### src/rtl/game_phase_sequencer.sv
// Lock-game phase sequencer: role selection windows with retry/default timeout,
// power display hold, lock entry and ready/restart, with a visible countdown.
module game_phase_sequencer #(
  parameter int unsigned NUM_ROLES     = 2,
  parameter int unsigned POWER_W       = 2,
  parameter int unsigned SELECT_CYCLES = 500000000,
  parameter int unsigned SHOW_CYCLES   = 250000000,
  parameter int unsigned MAX_RETRIES   = 3,
  parameter int unsigned DEFAULT_POWER = 1,
  parameter int unsigned CNT_W         = 30,
  localparam int unsigned RoleW = (NUM_ROLES > 1) ? $clog2(NUM_ROLES) : 1
) (
  input  logic                         clk,
  input  logic                         rst_n,
  input  logic                         start,
  input  logic                         abort,
  input  logic [NUM_ROLES-1:0]         role_sel,
  input  logic [POWER_W-1:0]           power_code,
  input  logic                         lock_done,
  output logic [2:0]                   state,
  output logic [RoleW-1:0]             active_role,
  output logic [NUM_ROLES-1:0]         picked,
  output logic [NUM_ROLES*POWER_W-1:0] power_table,
  output logic [CNT_W-1:0]             countdown,
  output logic                         timeout_pulse
);

  localparam int unsigned RetryW = (MAX_RETRIES > 1) ? $clog2(MAX_RETRIES) : 1;
  localparam logic [CNT_W-1:0]   SelLoad   = CNT_W'(SELECT_CYCLES - 1);
  localparam logic [CNT_W-1:0]   ShowLoad  = CNT_W'(SHOW_CYCLES - 1);
  localparam logic [RetryW-1:0]  RetryLast = RetryW'(MAX_RETRIES - 1);
  localparam logic [POWER_W-1:0] DefPow    = POWER_W'(DEFAULT_POWER);

  typedef enum logic [2:0] {
    StIdle     = 3'd0,
    StWaitRole = 3'd1,
    StSelect   = 3'd2,
    StShow     = 3'd3,
    StSetLock  = 3'd4,
    StReady    = 3'd5
  } state_e;

  state_e                         state_q, state_d;
  logic [RoleW-1:0]               role_q, role_d;
  logic [NUM_ROLES-1:0]           picked_q, picked_d;
  logic [NUM_ROLES*POWER_W-1:0]   ptab_q, ptab_d;
  logic [CNT_W-1:0]               cnt_q, cnt_d;
  logic [RetryW-1:0]              retry_q, retry_d;
  logic                           pulse_q, pulse_d;

  logic                           sel_found;
  logic [RoleW-1:0]               sel_role;
  logic                           store;
  logic [POWER_W-1:0]             store_val;
  logic                           do_clear;

  always_comb begin
    state_d   = state_q;
    role_d    = role_q;
    picked_d  = picked_q;
    ptab_d    = ptab_q;
    cnt_d     = '0;
    retry_d   = retry_q;
    pulse_d   = 1'b0;
    store     = 1'b0;
    store_val = '0;
    do_clear  = 1'b0;
    sel_found = 1'b0;
    sel_role  = '0;

    // Scan downwards so the lowest eligible index is the last one written.
    for (int r = int'(NUM_ROLES) - 1; r >= 0; r--) begin
      if (role_sel[r] && !picked_q[r]) begin
        sel_found = 1'b1;
        sel_role  = RoleW'(r);
      end
    end

    if (abort) begin
      state_d  = StIdle;
      do_clear = 1'b1;
    end else begin
      case (state_q)
        StIdle: begin
          do_clear = 1'b1;
          if (start) state_d = StWaitRole;
        end
        StWaitRole: begin
          if (sel_found) begin
            role_d  = sel_role;
            cnt_d   = SelLoad;
            retry_d = '0;
            state_d = StSelect;
          end
        end
        StSelect: begin
          if (cnt_q != '0) begin
            cnt_d = cnt_q - 1'b1;
          end else if (power_code != '0) begin
            store     = 1'b1;
            store_val = power_code;
          end else if (retry_q < RetryLast) begin
            retry_d = retry_q + 1'b1;
            cnt_d   = SelLoad;
          end else begin
            store     = 1'b1;
            store_val = DefPow;
            pulse_d   = 1'b1;
          end
        end
        StShow: begin
          if (cnt_q != '0) begin
            cnt_d = cnt_q - 1'b1;
          end else begin
            state_d = (&picked_q) ? StSetLock : StWaitRole;
          end
        end
        StSetLock: begin
          if (lock_done) state_d = StReady;
        end
        StReady: begin
          if (start) begin
            state_d  = StIdle;
            do_clear = 1'b1;
          end
        end
        default: begin
          state_d  = StIdle;
          do_clear = 1'b1;
        end
      endcase
    end

    if (store) begin
      for (int r = 0; r < int'(NUM_ROLES); r++) begin
        if (RoleW'(r) == role_q) begin
          picked_d[r]                    = 1'b1;
          ptab_d[r*POWER_W +: POWER_W] = store_val;
        end
      end
      cnt_d   = ShowLoad;
      state_d = StShow;
    end

    if (do_clear) begin
      role_d   = '0;
      picked_d = '0;
      ptab_d   = '0;
      retry_d  = '0;
      cnt_d    = '0;
    end
  end

  always_ff @(posedge clk or negedge rst_n) begin
    if (!rst_n) begin
      state_q  <= StIdle;
      role_q   <= '0;
      picked_q <= '0;
      ptab_q   <= '0;
      cnt_q    <= '0;
      retry_q  <= '0;
      pulse_q  <= 1'b0;
    end else begin
      state_q  <= state_d;
      role_q   <= role_d;
      picked_q <= picked_d;
      ptab_q   <= ptab_d;
      cnt_q    <= cnt_d;
      retry_q  <= retry_d;
      pulse_q  <= pulse_d;
    end
  end

  // Counter is zeroed outside SELECT/SHOW, so it can drive countdown directly.
  assign state         = state_q;
  assign active_role   = role_q;
  assign picked        = picked_q;
  assign power_table   = ptab_q;
  assign countdown     = cnt_q;
  assign timeout_pulse = pulse_q;

endmodule
### config.mk
export PLATFORM = sky130hd
export DESIGN_NAME = game_phase_sequencer
export DESIGN_NICKNAME = d
export VERILOG_FILES = /design/src/rtl/game_phase_sequencer.sv
export SDC_FILE = /design/constraint.sdc
export NUM_CORES = 1
export LEC_CHECK = 0
export CAP_MARGIN = 10
export CORE_MARGIN = 3
export CORE_UTILIZATION = 46
export CTS_CLUSTER_DIAMETER = 200
export CTS_CLUSTER_SIZE = 24
export DETAILED_ROUTE_END_ITERATION = 7
export PLACE_DENSITY = 0.76
export SETUP_SLACK_MARGIN = 0.1
export SYNTH_ARGS = -nofsm -noshare
export SYNTH_HDL_FRONTEND = slang
export SYNTH_SLANG_ARGS = --single-unit
### constraint.sdc
create_clock -name clk -period 2.45 [get_ports clk]
set_clock_uncertainty 0.2 [all_clocks]
set_input_delay 0.735 -clock clk [delete_from_list [all_inputs] [get_ports clk]]
set_output_delay 0.735 -clock clk [all_outputs]
set_load 0.05 [all_outputs]
; ---- Yosys cells after proc, flatten, opt, wreduce, memory -nomap -nowiden
; Index checks and enable logic that the tools add are counted.
[op_classes]
add_sub_neg = 2
multipliers = 0
div = 0
order_cmp = 1
n_eq_ne = 17
shifts = 0
muxes = 57
bitwise_logic = 0
reduce_logical = 19
[op_table]
columns = cell, count
row1 = $mux W30, 5
row2 = $pmux W30 S3, 1
row3 = $mux W29, 3
row4 = $reduce_bool A30 Y1, 1
row5 = $sub A30 B1 Y30 const B, 1
row6 = $mux W2, 14
row7 = $mux W3, 8
row8 = $mux W1, 21
row9 = $ne A4 B4 Y1 const B, 5
row10 = $pmux W3 S6, 1
row11 = $ne A3 B3 Y1 const B, 5
row12 = $reduce_and A6 Y1, 2
row13 = $reduce_bool A2 Y1, 5
row14 = $mux W4, 2
row15 = $eq A3 B2 Y1 const B, 2
row16 = $eq A3 B3 Y1 const B, 2
row17 = $reduce_and A2 Y1, 3
row18 = $ne A2 B1 Y1 const B, 2
row19 = $pmux W2 S2, 1
row20 = $reduce_or A4 Y1, 1
row21 = $eq A3 B1 Y1 const B, 1
row22 = $logic_not A3 Y1, 1
row23 = $reduce_and A3 Y1, 1
row24 = $reduce_bool A3 Y1, 1
row25 = 5 further kinds, 7
[totals]
regBits = 43
latchBits = 0
ram_bits = 0
rom_bits = 0
inputBits = 9
out_inout_bits = 41
word_cells = 105
memories = 0

; ---- Depth between registers and ports, before layout
; Gate-level depths: netlist of run 1.
[depth]
ltp_word = 9
ltp_mapped = 8

; ---- Worst setup path after synthesis of run 1
; Ideal clock, no wire load.
[synth_timing]
path_kind = reg2reg
startpoint = register cnt_q[17], in the netlist countdown[17]
endpoint = register ptab_q[0], in the netlist power_table[0]
setup_time_ns = 0.128
arrival_ns = 2.463
t_required_ns = 2.122
setup_slack_ns = -0.341
stages_incl_launch_ff = 8
n_path_buf = 1
synth_period_minus_slack_ns = 2.791
path_cell_list = dfrtp_1 -> or4_1 -> buf_2 -> nor4_4 -> and4_4 -> nand4_4 -> o21ai_1 -> mux2_1
[synth_via]
elab_chain_len = 7
word_cells_on_any_way = 12
classes_between = mux (9) / reduce/logical (3)
[synth_lines]
columns = element, line
row1 = from (decl), 47  ; logic [CNT_W-1:0] cnt_q, cnt_d;
row2 = from (signal assigned), 168  ; cnt_q <= cnt_d;
row3 = $reduce_bool A30 Y1 *, 97  ; if (cnt_q != '0) begin
row4 = $mux W2, 97
row5 = $mux W2, 83  ; case (state_q)
row6 = $mux W2, 79  ; if (abort) begin
row7 = $mux W2, 136  ; if (RoleW'(r) == role_q) begin
row8 = $mux W4, 134  ; if (store) begin
row9 = $mux W4, 145  ; if (do_clear) begin
row10 = to (signal assigned), 167  ; ptab_q <= ptab_d;
row11 = to (decl), 46  ; logic [NUM_ROLES*POWER_W-1:0] ptab_q, ptab_d;
; Mark *: on every way between the ends. The rest lies on a longest branch, timed or not. The select of a mux whose other input is x is not followed.
; A chain may end at the register's enable or synchronous reset.

; ---- Final worst setup path of run 1
[layout_timing]
startpoint = register cnt_q[22], in the netlist countdown[22]
endpoint = register ptab_q[0], in the netlist power_table[0]
; The elaborated chain is that of the path after synthesis.

==> metrics.txt, run 1 <==
Synth Instances=253; Setup WS post-layout=-38.8 ps; Async SR Flop Fraction=1.00; Via Count=2366; Top FF cell, synth=dfrtp_1; syn_nets=264; Worst Hold Class=input pin to asynchronous set/reset pin; WS Path Type=register to register; Synth cell types=51; fin crit share=1.02; fin util=0.762; Register-to-Register Path Depth=6; share of layout cells above drive strength 1=0.499; # rows=25; Area contributors post-synth=dfrtp_1, xor2_1, xnor2_1; drt total wl=7.24 mm; initial DRC count=136; # fillers=348; Worst EP required=2430 ps; fin area=0.00372 mm^2; wire length on met2=3.80 mm; Slew @ Worst Pin=551 ps; Die W=78.3 um; CP arrival=2470 ps; element type at the critical path start=register; Slew HR=0.632; CTS Root Cell=clkbuf_8; Synth area leader=dfrtp_1; final net count=369; status=finished, violations left; commonest non-fill, non-tap cells in the layout=buf_4, dfrtp_1, nor2_1; CTS tree=yes; Initial Util=0.493; largest net degree at the start of global routing=44; drt first pass iters=4; num ports=50; clock transition at the registers of the reported paths=90 ps; DIE AREA=0.00613 mm^2; yosys warns=0; critical-path maximum fanout=3; grt total ovfl=0; top layer in use=met4; placed cell area=0.00324 mm^2; CORE AREA=0.00488 mm^2; WL met1=2.97 mm; Clock Sinks=43; DP HPWL=4.59 mm; Final Non-Filler Cells=426; Total GRT Usage=0.228; Post-synth EDFFs=0; Hold Vio Cnt, Final=0; clk buf depth=2; Port Buf Inserts=49; Max Fclk=402 MHz; max-slew violation count=0; diode count=0; routed length on met3=380 um; Wirelength per Cell=17.0 um; Max-Cap Viols=0; vias in the first global route=2337; Syn Area/Cell=9.51 um^2; FF+latch count, synth=43; endpoint class of the critical path=register; DRC Markers=0; most common cell after layout, fill and taps aside=buf_4; Period minus WS final=2490 ps; ANT nets after route=0; DP Cell Count=409; Hold Buf Count CTS=0; vias per cell=5.55; H-tree depth=2; insertion delay to the later sink of the worst-skew pair=300 ps; synthesized area=0.00240 mm^2; Layout area overhead=54.6%; Synth top area share=0.447; initial antenna violation count=0; Setup-failing EPs final=6; unrepaired setup endpoints after global routing=yes; Inserted Clock Buffers=5; post-synthesis sequential area ratio=0.447; gpl congestion=0.841; first-pass GRT wire length=11.0 mm; Vert. Die Dim=78.3 um; violated checks=setup timing
state kept, by name, indices dropped and copies added (netlist names):
signal,count
active_role,1
timeout_pulse,1
retry_q,2
picked,2
state,3
power_table,4
countdown,30
critical path, cell delays in order (launching register included):
cell and delay [ps]:
dfrtp_2 410, or4_4 560, nor4_4 270, and4_4 300, nand4_4 130, o21ai_4 200, mux2_4 310
cell usage after synthesis (2+ instances only):
library cell and instances:
o21ai_0 22, o21a_1 4, nor3_1 15, o22ai_1 2
mux2_1 2, o221ai_1 2, nand3_1 6, inv_1 9
a31oi_1 3, nand2b_1 4, xor2_1 14, nor3b_1 2
or3_1 5, nand4_1 2, or4_1 3, and3_1 3
clkbuf_1 5, nand3b_1 4, a22o_1 2, a221oi_1 2
buf_6 2, o21ai_1 7, nor2b_1 2, nand2_1 15
nor2_1 27, buf_4 2, dfrtp_1 43, a21oi_1 8
ha_1 2, xnor2_1 13
final timing paths:
kind                                 from              to  slack (ps)
max                         countdown[22]  power_table[0]         -40
min                                 rst_n    countdown[3]         290
max reg2reg                 countdown[22]  power_table[0]         -40
min reg2reg                power_table[2]  power_table[2]         320
max in group asynchronous           rst_n   countdown[21]        1350
min in group clk           power_table[2]  power_table[2]         320
stage by stage:
step | hold WS (ps) | TNS, ps | worst slack [ps]
2_1_floorplan | 239 | -934 | -134
3_3_place_gp | 275 | -4540 | -221
3_5_place_dp | 280 | -6470 | -330
4_1_cts | 308 | -96.3 | -43.9
6_report | 293 | -153 | -38.8
5_1_grt | 344 | -1410 | -123
what timing repair did:
action,4_1_cts,5_1_grt
gates resized for setup,33,54
buffers inserted,4,2
setup endpoints to repair,32,39
pin swaps,12,23
hold endpoints to repair,0,0
cloned,2,1
logic make-up after synthesis:
family | Yosys count | share of synthesized area
simple gates | 98 | 0.229
compound gates | 61 | 0.163
flops | 43 | 0.447
xor+xnor | 27 | 0.0983
buf+inv | 20 | 0.0416
mux | 2 | 0.00936
fa+ha+maj | 2 | 0.0104
per-layer routing:
layer | vias to the layer above | track usage
met5 | - | 0
met3 | 8 | 0.0424
met4 | 0 | 0.0944
met1 | 1163 | 0.284
met2 | 82 | 0.388
li1 | 1113 | -
layout make-up:
| cell class | count | area (um^2) | share of cell area |
|---|---|---|---|
| clock inverters | 1 | 30.0 | 0.00808 |
| clock buffers | 7 | 76.3 | 0.0205 |
| well taps | 67 | 83.8 | 0.0226 |
| inverters | 9 | 33.8 | 0.00909 |
| flip-flops and latches | 43 | 1090 | 0.294 |
| repair buffers | 108 | 896 | 0.241 |
| multi-input cells | 191 | 1510 | 0.405 |
Power of run 1 is not shown: default switching activity piles up to over one toggle a cycle in this logic, so the estimate is an artifact.
==> run 2: changes to the inputs <==
- SKIP_LAST_GASP: unset -> 1
==> run 2 against run 1 <==
  * The run still ends with setup timing left
  * Global-route usage down 0.12 points
  * Routed wire length is 0.86% lower
  * Cell area shrank 0.40%
  * Hold slack got worse by 3.0 ps
  * Sequential cell count unchanged
  * Final cell count unchanged
  * Sequential share of layout area increased by 0.12 points
  * Setup slack got worse by 34 ps
==> metrics.txt, run 2 (synthesized netlist as in run 1, its figures left out) <==
Worst Hold Class=input pin to asynchronous set/reset pin; insertion delay to the later sink of the worst-skew pair=310 ps; multi-input logic area=0.00150 mm^2; critical-path maximum fanout=4; WS Path Type=input pin to register; violated checks=setup timing; Die W=78.3 um; hold_ws=290 ps; vias in the first global route=2339; diode count=0; fin crit share=1.03; unrepaired setup endpoints after global routing=yes; H-tree depth=2; Period minus WS final=2520 ps; initial DRC count=116; drt total wl=7.18 mm; Total GRT Usage=0.227; initial antenna violation count=0; DIE AREA=0.00613 mm^2; # rows=25; status=finished, violations left; num ports=50; endpoint class of the critical path=register; vias per cell=5.52; clk buf depth=2; grt total ovfl=0; Setup-failing EPs final=9; ANT nets after route=0; Inserted Clock Buffers=5; max-slew violation count=0; commonest non-fill, non-tap cells in the layout=buf_4, dfrtp_1, nor2_1; DP HPWL=4.59 mm; Slew HR=0.628; fin util=0.759; Port Buf Inserts=49; Slew @ Worst Pin=557 ps; Initial Util=0.493; first-pass GRT wire length=11.0 mm; most common cell after layout, fill and taps aside=buf_4; Worst EP required=2490 ps; Setup TNS=-227 ps; # fillers=345; CORE AREA=0.00488 mm^2; drt first pass iters=4; Vert. Die Dim=78.3 um; sequential cell area=0.00109 mm^2; Clock Sinks=43; CTS Root Cell=clkbuf_8; Setup WS post-layout=-72.8 ps; final net count=369; share of layout cells above drive strength 1=0.493; DRC Markers=0; Max Fclk=396 MHz; clock transition at the registers of the reported paths=90 ps; Max-Cap Viols=0; Hold Vio Cnt, Final=0; CP arrival=2560 ps; gpl congestion=0.841; dpl ws=-330 ps; Via Count=2352; CTS tree=yes; Layout area overhead=54.0%; largest net degree at the start of global routing=44; element type at the critical path start=input pin; max reg flops=30; Wirelength per Cell=16.8 um
## run 2: final cells by class
| cell class | count | share of cell area |
|---|---|---|
| Inverter | 9 | 0.00912 |
| Sequential cell | 43 | 0.295 |
| Multi-Input combinational cell | 191 | 0.404 |
| Timing Repair Buffer | 108 | 0.241 |
| Clock buffer | 7 | 0.0206 |
| Clock inverter | 1 | 0.00811 |
| Tap cell | 67 | 0.0226 |
## run 2: final timing paths
kind	cells after the start	to	slack, ps	startpoint
max	7	countdown[28]	-70	power_code[0]
min	2	countdown[6]	290	rst_n
min in group clk	1	power_table[2]	320	power_table[2]
max in group asynchronous	2	countdown[19]	1340	rst_n
min reg2reg	1	power_table[2]	320	power_table[2]
max reg2reg	6	power_table[0]	-30	countdown[22]
## run 2: through the flow
step,area [um^2],instances
6_report,3700,426
5_1_grt,3700,426
4_1_cts,3490,423
3_5_place_dp,3240,409
3_3_place_gp,3240,409
2_1_floorplan,2440,253
## run 2: critical path: stages
cell and delay (ps):
clkdlybuf4s50_1 420, or3_1 410, o21ai_0 290, o21a_2 260, buf_4 150, o221ai_1 110, a21oi_1 170
## run 2: what timing repair did
item / 4_1_cts / 5_1_grt
gates cloned: 2 / 1
buffers inserted: 4 / 2
setup endpoints to repair: 32 / 39
resized for setup: 30 / 53
hold buffers: 0 / 0
pin swaps: 10 / 22
## run 2: metal layers
metal	track usage	vias up	wire (um)
met5	0	-	0
met4	0.0979	0	104
met3	0.0447	9	454
met2	0.380	76	3810
met1	0.284	1145	2810
li1	-	1122	-
Power of run 2 is left out for the same reason.
==> run 3: changes to the inputs <==
- CORE_ASPECT_RATIO: unset -> 0.7
==> run 3 against run 2 <==
  * Register-to-register slack about the same
  * Largest cell class unchanged
  * Highest routed layer unchanged
  * First-iteration DRC count up 31%
  * Die area up 0.23%
  * Hold slack better by 7.3 ps
  * Global-route usage up 0.72 points
  * The flow still finishes with violations (setup timing)
  * Core utilization down 3.5 points
  * Maximum frequency up 1.6%
  * Non-clock buffer count down 1
  * Setup slack better by 39 ps
==> metrics.txt, run 3 (synthesized netlist as in run 1, its figures left out) <==
drt total wl=6.72 mm; vias per cell=5.40; H-tree depth=2; Setup TNS=-75.5 ps; largest net degree at the start of global routing=33; # fillers=368; DRC Markers=0; first-pass GRT wire length=11.2 mm; CTS Root Cell=clkbuf_8; drt first pass iters=4; ANT nets after route=0; Max-Cap Viols=0; element type at the critical path start=register; fin crit share=1.01; hold_ws=297 ps; most common cell after layout, fill and taps aside=buf_4; Hold Vio Cnt, Final=0; Via Count=2304; sequential cell area=0.00109 mm^2; WS Path Type=register to register; CTS tree=yes; multi-input logic area=0.00138 mm^2; commonest non-fill, non-tap cells in the layout=buf_4, dfrtp_1, nor2_1; initial antenna violation count=0; status=finished, violations left; placed cell area=0.00324 mm^2; fin area=0.00355 mm^2; Wirelength per Cell=15.7 um; Setup-failing EPs final=4; Vert. Die Dim=66.5 um; Layout area overhead=47.8%; Worst EP required=2430 ps; max-slew violation count=0; Hold Buf Count CTS=0; Slew HR=0.517; # rows=21; dpl ws=-293 ps; Max Fclk=403 MHz; DIE AREA=0.00615 mm^2; vias in the first global route=2307; Initial Util=0.489; share of layout cells above drive strength 1=0.425; Setup WS post-layout=-33.9 ps; clk buf depth=2; Port Buf Inserts=49; gpl congestion=0.822; critical-path maximum fanout=4; Total GRT Usage=0.234; diode count=0; Worst Hold Class=input pin to asynchronous set/reset pin; endpoint class of the critical path=register; Clock Sinks=43; Period minus WS final=2480 ps; unrepaired setup endpoints after global routing=yes; Inserted Clock Buffers=5; CP arrival=2460 ps; initial DRC count=152; final net count=368; insertion delay to the later sink of the worst-skew pair=300 ps; DP HPWL=4.80 mm; num ports=50; Die W=92.4 um; max reg flops=30; clock transition at the registers of the reported paths=80 ps; CORE AREA=0.00491 mm^2; grt total ovfl=0; Slew @ Worst Pin=725 ps; violated checks=setup timing
-- run 3: cell types whose count changed in the layout (fill, tap and decap cells not counted), moves of 3 or more --
| cell | delta |
|---|---|
| dlygate4sd2_1 | +3 |
| buf_4 | -3 |
| nor2_4 | -4 |
| o21ai_0 | +5 |
| nor2_1 | +4 |
| o21ai_2 | -6 |
-- run 3: layer usage --
layer	routed length [um]	global-route usage	part of all wire
met4	112	0.0741	0.017
met5	0	0	0
met2	3070	0.374	0.46
met3	344	0.0485	0.051
met1	3190	0.320	0.48
-- run 3: timing repair --
action                                  4_1_cts  5_1_grt
buffers inserted                              6        3
pin swaps                                    11        8
gates resized for setup                      38       10
endpoints found under the hold margin         0        0
gates cloned                                  1        0
endpoints found under the setup margin       39       41
-- run 3: final timing paths --
path	startpoint	endpoint	slack (ps)	cells after the start
min in group clk	power_table[2]	power_table[2]	310	1
worst min-delay path	rst_n	countdown[26]	300	1
worst max register to register	countdown[20]	power_table[2]	-30	6
worst max-delay path	countdown[20]	power_table[2]	-30	6
max in group asynchronous	rst_n	retry_q[0]	1150	2
worst min register to register	power_table[2]	power_table[2]	310	1
-- run 3: area by class of cell --
type                            count  area share
Timing Repair Buffer              107       0.250
Multi-Input combinational cell    191       0.387
Clock buffer                        8      0.0225
Tap cell                           69      0.0243
Sequential cell                    43       0.307
Inverter                            9     0.00950
-- run 3: metrics by stage --
step	util	instances
floorplan	-	253
global placement	0.659	409
detailed placement	0.659	409
CTS	0.710	424
global route	0.723	427
finish	0.723	427
-- run 3: critical path, cell delays in order (launching register included) --
cell,delay (ps)
dfrtp_2,400
or4_4,560
nor4_4,250
and4_4,290
nand4_4,130
o21ai_4,210
mux2_4,310
Power of run 3 is left out for the same reason.
